File: src/rtl/div_unit.sv
// div_unit: multi-cycle restoring divider for DIV/DIVU in the execute stage.
//   One quotient bit per cycle, signed or unsigned, result is {remainder, quotient}.
//   Optional feature macro: DIV_ZERO_FLAG_EN adds the div_zero_o output.
// Ports:
//   Clk, Rst_n    clock, synchronous active-low reset
//   signed_div_i  1 = signed divide, 0 = unsigned
//   opdata1_i     dividend
//   opdata2_i     divisor
//   start_i       request, held until ready_o
//   annul_i       abort (pipeline flush)
//   result_o      {remainder, quotient}
//   ready_o       result_o valid
//   div_zero_o    (DIV_ZERO_FLAG_EN only) result came from a zero divisor
module div_unit #(
  parameter int DATA_W = 32
) (
  input  logic                Clk,
  input  logic                Rst_n,
  input  logic                signed_div_i,
  input  logic [DATA_W-1:0]   opdata1_i,
  input  logic [DATA_W-1:0]   opdata2_i,
  input  logic                start_i,
  input  logic                annul_i,
  output logic [2*DATA_W-1:0] result_o,
  output logic                ready_o
`ifdef DIV_ZERO_FLAG_EN
  ,output logic               div_zero_o
`endif
);

  localparam int CNT_W = $clog2(DATA_W + 1);

  typedef enum logic [1:0] {FREE, BYZERO, ON, END} state_t;

  state_t            r_state;
  logic [CNT_W-1:0]  r_cnt;
  logic [DATA_W-1:0] r_dvd;    // dividend shifts out the top, quotient shifts in the bottom
  logic [DATA_W-1:0] r_rem;
  logic [DATA_W-1:0] r_dvs;
  logic              r_neg_q;
  logic              r_neg_r;

  logic [DATA_W-1:0] w_mag1, w_mag2;
  logic [DATA_W-1:0] w_diff;
  logic              w_borrow;

  // Magnitudes; the most negative value maps onto itself, which is already
  // the correct unsigned magnitude.
  assign w_mag1 = (signed_div_i && opdata1_i[DATA_W-1]) ? -opdata1_i : opdata1_i;
  assign w_mag2 = (signed_div_i && opdata2_i[DATA_W-1]) ? -opdata2_i : opdata2_i;

  // Trial subtraction on {rem, next dividend bit}; when it does not borrow the
  // difference is below the divisor, so the low DATA_W bits hold it exactly.
  assign w_borrow = {r_rem, r_dvd[DATA_W-1]} < {1'b0, r_dvs};
  assign w_diff   = DATA_W'({r_rem, r_dvd[DATA_W-1]} - {1'b0, r_dvs});

  always_ff @(posedge Clk) begin
    if (!Rst_n) begin
      r_state  <= FREE;
      r_cnt    <= '0;
      r_dvd    <= '0;
      r_rem    <= '0;
      r_dvs    <= '0;
      r_neg_q  <= 1'b0;
      r_neg_r  <= 1'b0;
      result_o <= '0;
      ready_o  <= 1'b0;
`ifdef DIV_ZERO_FLAG_EN
      div_zero_o <= 1'b0;
`endif
    end else begin
      case (r_state)
        FREE: begin
          ready_o  <= 1'b0;
          result_o <= '0;
`ifdef DIV_ZERO_FLAG_EN
          div_zero_o <= 1'b0;
`endif
          if (start_i && !annul_i) begin
            r_cnt <= '0;
            if (opdata2_i == '0) begin
              r_state <= BYZERO;
            end else begin
              r_state <= ON;
              r_dvd   <= w_mag1;
              r_dvs   <= w_mag2;
              r_rem   <= '0;
              r_neg_q <= signed_div_i & (opdata1_i[DATA_W-1] ^ opdata2_i[DATA_W-1]);
              r_neg_r <= signed_div_i & opdata1_i[DATA_W-1];
            end
          end
        end
        BYZERO: begin
          // Two cycles here so a zero divisor reports two edges after start.
          if (r_cnt == '0) begin
            r_cnt <= CNT_W'(1);
          end else begin
            r_state  <= END;
            result_o <= '0;
            ready_o  <= 1'b1;
`ifdef DIV_ZERO_FLAG_EN
            div_zero_o <= 1'b1;
`endif
          end
        end
        ON: begin
          if (annul_i) begin
            r_state  <= FREE;
            result_o <= '0;
            ready_o  <= 1'b0;
          end else if (r_cnt == CNT_W'(DATA_W)) begin
            r_state  <= END;
            ready_o  <= 1'b1;
            result_o <= {(r_neg_r ? -r_rem : r_rem), (r_neg_q ? -r_dvd : r_dvd)};
          end else begin
            r_dvd <= {r_dvd[DATA_W-2:0], ~w_borrow};
            r_rem <= w_borrow ? {r_rem[DATA_W-2:0], r_dvd[DATA_W-1]} : w_diff;
            r_cnt <= r_cnt + CNT_W'(1);
          end
        end
        END: begin
          // A held start keeps the result; only its release (or a flush) frees the unit.
          if (annul_i || !start_i) begin
            r_state  <= FREE;
            result_o <= '0;
            ready_o  <= 1'b0;
`ifdef DIV_ZERO_FLAG_EN
            div_zero_o <= 1'b0;
`endif
          end
        end
        default: r_state <= FREE;
      endcase
    end
  end

endmodule

File: config.mk
export PLATFORM = sky130hd
export DESIGN_NAME = div_unit
export DESIGN_NICKNAME = d
export VERILOG_FILES = /design/src/rtl/div_unit.sv
export SDC_FILE = /design/constraint.sdc
export NUM_CORES = 1
export LEC_CHECK = 0
export ABC_CLOCK_PERIOD_IN_PS = 3200
export CORE_MARGIN = 1
export CORE_UTILIZATION = 50
export DETAILED_ROUTE_END_ITERATION = 8
export GPL_TIMING_DRIVEN = 1
export PLACE_DENSITY = 0.75
export SYNTH_ARGS = -nofsm -noshare
export SYNTH_HDL_FRONTEND = slang
export SYNTH_SLANG_ARGS = --single-unit
File: constraint.sdc
create_clock -name Clk -period 3.2 [get_ports Clk]
set_input_delay 0.64 -clock Clk [delete_from_list [all_inputs] [get_ports Clk]]
set_output_delay 0.64 -clock Clk [all_outputs]
set_load 0.01 [all_outputs]
==> summary.txt <==
GRT
  – Total GRT Usage: 27.0%
  – Vias in the first global route: 9958
  – GRT Residual Overflow: 0
  – Largest net degree at the start of global routing: 71
  – First-pass GRT wire length: 49400 um
  – Initial antenna violation count: 0

Place
  – Number of port buffers: 133
  – Placed Cells: 1896
  – Post-detail-place hpwl: 23200 um
  – Post-Place Cell Area: 13500 um^2
  – Placer Congestion: 0.875

Critical path
  – FF-to-FF setup slack: 0.10 ns
  – Worst Path Max Fanout: 6
  – Worst setup SP type: flop
  – Data arrival, critical path: 3.42 ns
  – WP data required: 3.52 ns
  – Worst Path Class, Setup: flop to flop
  – Critical register-to-register path startpoint: r_dvs[0]
  – Worst R2R Path Depth: 12
  – Setup crit end kind: flop
  – Reg2reg end: r_rem[26]

CTS
  – CTS tree: done
  – Clk_lat worst skew: 0.43 ns
  – Max Root-Sink Buffers: 2
  – TritonCTS Sinks: 171
  – Hold buffers post-CTS: 0
  – Root Driver: clkbuf_16
  – Clock-pin slew of the registers on the worst-case setup and hold paths: 0.07 ns
  – Clock buffer count from CTS: 17
  – H-Tree Depth: 4

Route
  – Total wire length: 30600 um
  – Initial drt markers: 844
  – Post-route DRC: 0
  – Total number of vias: 10.9k
  – Detail Route Antenna Nets: 0
  – DR WL/cell: 15.8 um
  – Via density: 5.66
  – DRT Pass-1 Iters: 5

Synthesis
  – Post-synthesis instance total: 1439
  – Main synth FF type: dfxtp_1
  – Post-synthesis sequential area ratio: 30.6%
  – Synth Cell Area: 11200 um^2
  – Mapped Nets: 1552
  – Most frequent cells after synthesis: 240 x nand2_1, 171 x dfxtp_1, 151 x o21ai_0, 81 x xor2_1, 72 x a21oi_1
  – Share of the synthesized area in the top cell type: 30.6%
  – Synth cell types: 74
  – Number of flops mapped to enable cells by yosys: 0
  – Ys async rst share: 0%
  – Synth area leader: dfxtp_1
  – Synth top area cells: dfxtp_1 31%, nand2_1 8.1%, o21ai_0 6.8%
  – Post-synthesis sequential element count: 171
  – Most frequent cell after synthesis: nand2_1
  – Yosys warning count: 0
  – Mean Syn Cell Area: 7.77 um^2

Run
  – Max Cap Viol: 0

Worst hold path
  – Worst Hold Class: flop to flop
  – Hold depth: 2
  – Worst hold endpoint: result_o[63]
  – Worst hold start: result_o[63]

STA
  – Final setup viols: 0
  – Final worst-path cycle share: 96.8%
  – RSZ-0062 raised after global routing: no
  – Final min period: 3.10 ns
  – Final Hold Slack: 0.451 ns
  – TNS Setup: 0 ns
  – Setup Skew: 0.00711 ns
  – Worst slew pin tran: 1.03 ns
  – Hold Fails Final Rpt: 0
  – Relative slew slack: 31.1%
  – Slew Limit Fails: 0
  – Max frequency: 323 MHz

Cells and area
  – Fraction of final layout cells sized beyond drive strength 1: 12.0%
  – Final #Nets: 1753
  – FF+latch area: 3430 um^2
  – Multi-input logic area: 7260 um^2
  – Finished Layout Cells: 1933
  – # fillers: 1917
  – Final instance area: 14300 um^2
  – Area Growth Syn to Fin: 28.2%
  – N_diodes: 0

Die
  – Initial core utilization: 51.1%
  – Die height: 152 um
  – Cell Rows: 54
  – Die area: 23000 um^2
  – Die X: 152 um
  – I/O pin cnt: 134
  – Core area: 21900 um^2

Run status
  – Status: completed

Power
  – Power per Cell Area: 608 nW/um^2
  – VDD IR max: 0.312 mV
  – Leak: 6.06 nW
  – Total Power: 8.71 mW
[through the flow]
stage	worst slack [ns]	utilization, %
floorplan	0.0136	-
global placement	-0.183	61.9
detailed placement	-0.244	61.9
CTS	0.0115	64.7
global route	0.00901	65.5
finish	0.102	65.5
[critical path, cell delays in order (launching register included)]
cell and delay, ns:
dfxtp_1 0.38, ha_1 0.27, nor2b_4 0.06, o31a_1 0.27, o311ai_2 0.22, buf_4 0.17, nand3b_1 0.10, or4_4 0.46
a221o_4 0.51, buf_12 0.17, nand2_4 0.08, nor2_1 0.04, a221o_1 0.25
[repair_timing]
item,CTS,global route
pin swaps,1,1
gates cloned,0,3
gates resized for setup,1,21
setup endpoints to repair,7,32
setup buffers,0,2
[sequential cells by signal, summed over array words and instances, names as in the netlist]
signal    count
r_dvd        32
r_state       2
r_dvs        32
ready_o       1
r_neg_r       1
r_rem        32
result_o     64
r_neg_q       1
r_cnt         6
[where the power goes]
part | internal (mW) | switching, mW | leakage [nW]
clock | 1.28 | 0.913 | 0.295
combinational | 1.67 | 2.13 | 4.38
sequential | 2.40 | 0.313 | 1.39
total | 5.35 | 3.36 | 6.06
[cells by family (layout without fill, tap and decap cells)]
logic type / after synthesis / in the layout / synth area share [%]
XOR/XNOR: 148 / 148 / 11.6
multiplexers: 22 / 22 / 1.97
flip-flops: 171 / 171 / 30.6
AND/OR/NAND/NOR: 500 / 500 / 21.3
adder cells (fa/ha/maj): 44 / 44 / 4.99
AO/OA/AOI/OAI: 414 / 414 / 24.3
buffers and inverters: 140 / 354 / 5.22
[layout by cell type (no fill, tap or decap), types with 32 or more instances in the layout]
| cell | n |
|---|---|
| xor2_1 | 81 |
| dfxtp_1 | 168 |
| and2_1 | 38 |
| nand2_1 | 239 |
| o211a_1 | 36 |
| buf_4 | 112 |
| clkdlybuf4s50_1 | 132 |
| nor3_1 | 32 |
| nor2_1 | 63 |
| o21ai_0 | 150 |
| a21oi_1 | 71 |
| xnor2_1 | 67 |
| inv_1 | 62 |
| ha_1 | 41 |
[metal layers]
metal	GRT usage, %	share of wire (%)	wire (um)
met1	39.3	48	14600
met2	42.1	44	13400
met3	2.66	6.3	1940
met4	7.33	1.9	570
met5	0	0	0
[area by class of cell]
class | count | share of cell area [%]
Timing Repair Buffer | 259 | 17.0
Clock inverter | 12 | 1.12
Inverter | 63 | 1.65
Multi-Input combinational cell | 1128 | 50.7
Sequential cell | 171 | 23.9
Tap cell | 280 | 2.44
Clock buffer | 20 | 3.19
[worst max path at each step]
stage	to	slack, ns	depth (start not counted)	start
finish	r_rem[26]	0.10	12	r_dvs[0]
global route	r_rem[21]	0.009	12	opdata2_i[1]
CTS	r_rem[26]	0.01	13	r_dvs[1]
detailed placement	r_rem[24]	-0.24	13	opdata2_i[1]
global placement	r_rem[24]	-0.18	13	opdata2_i[1]
floorplan	r_rem[26]	0.01	12	opdata2_i[1]
No activity file was read; power rests on OpenSTA's default activity.
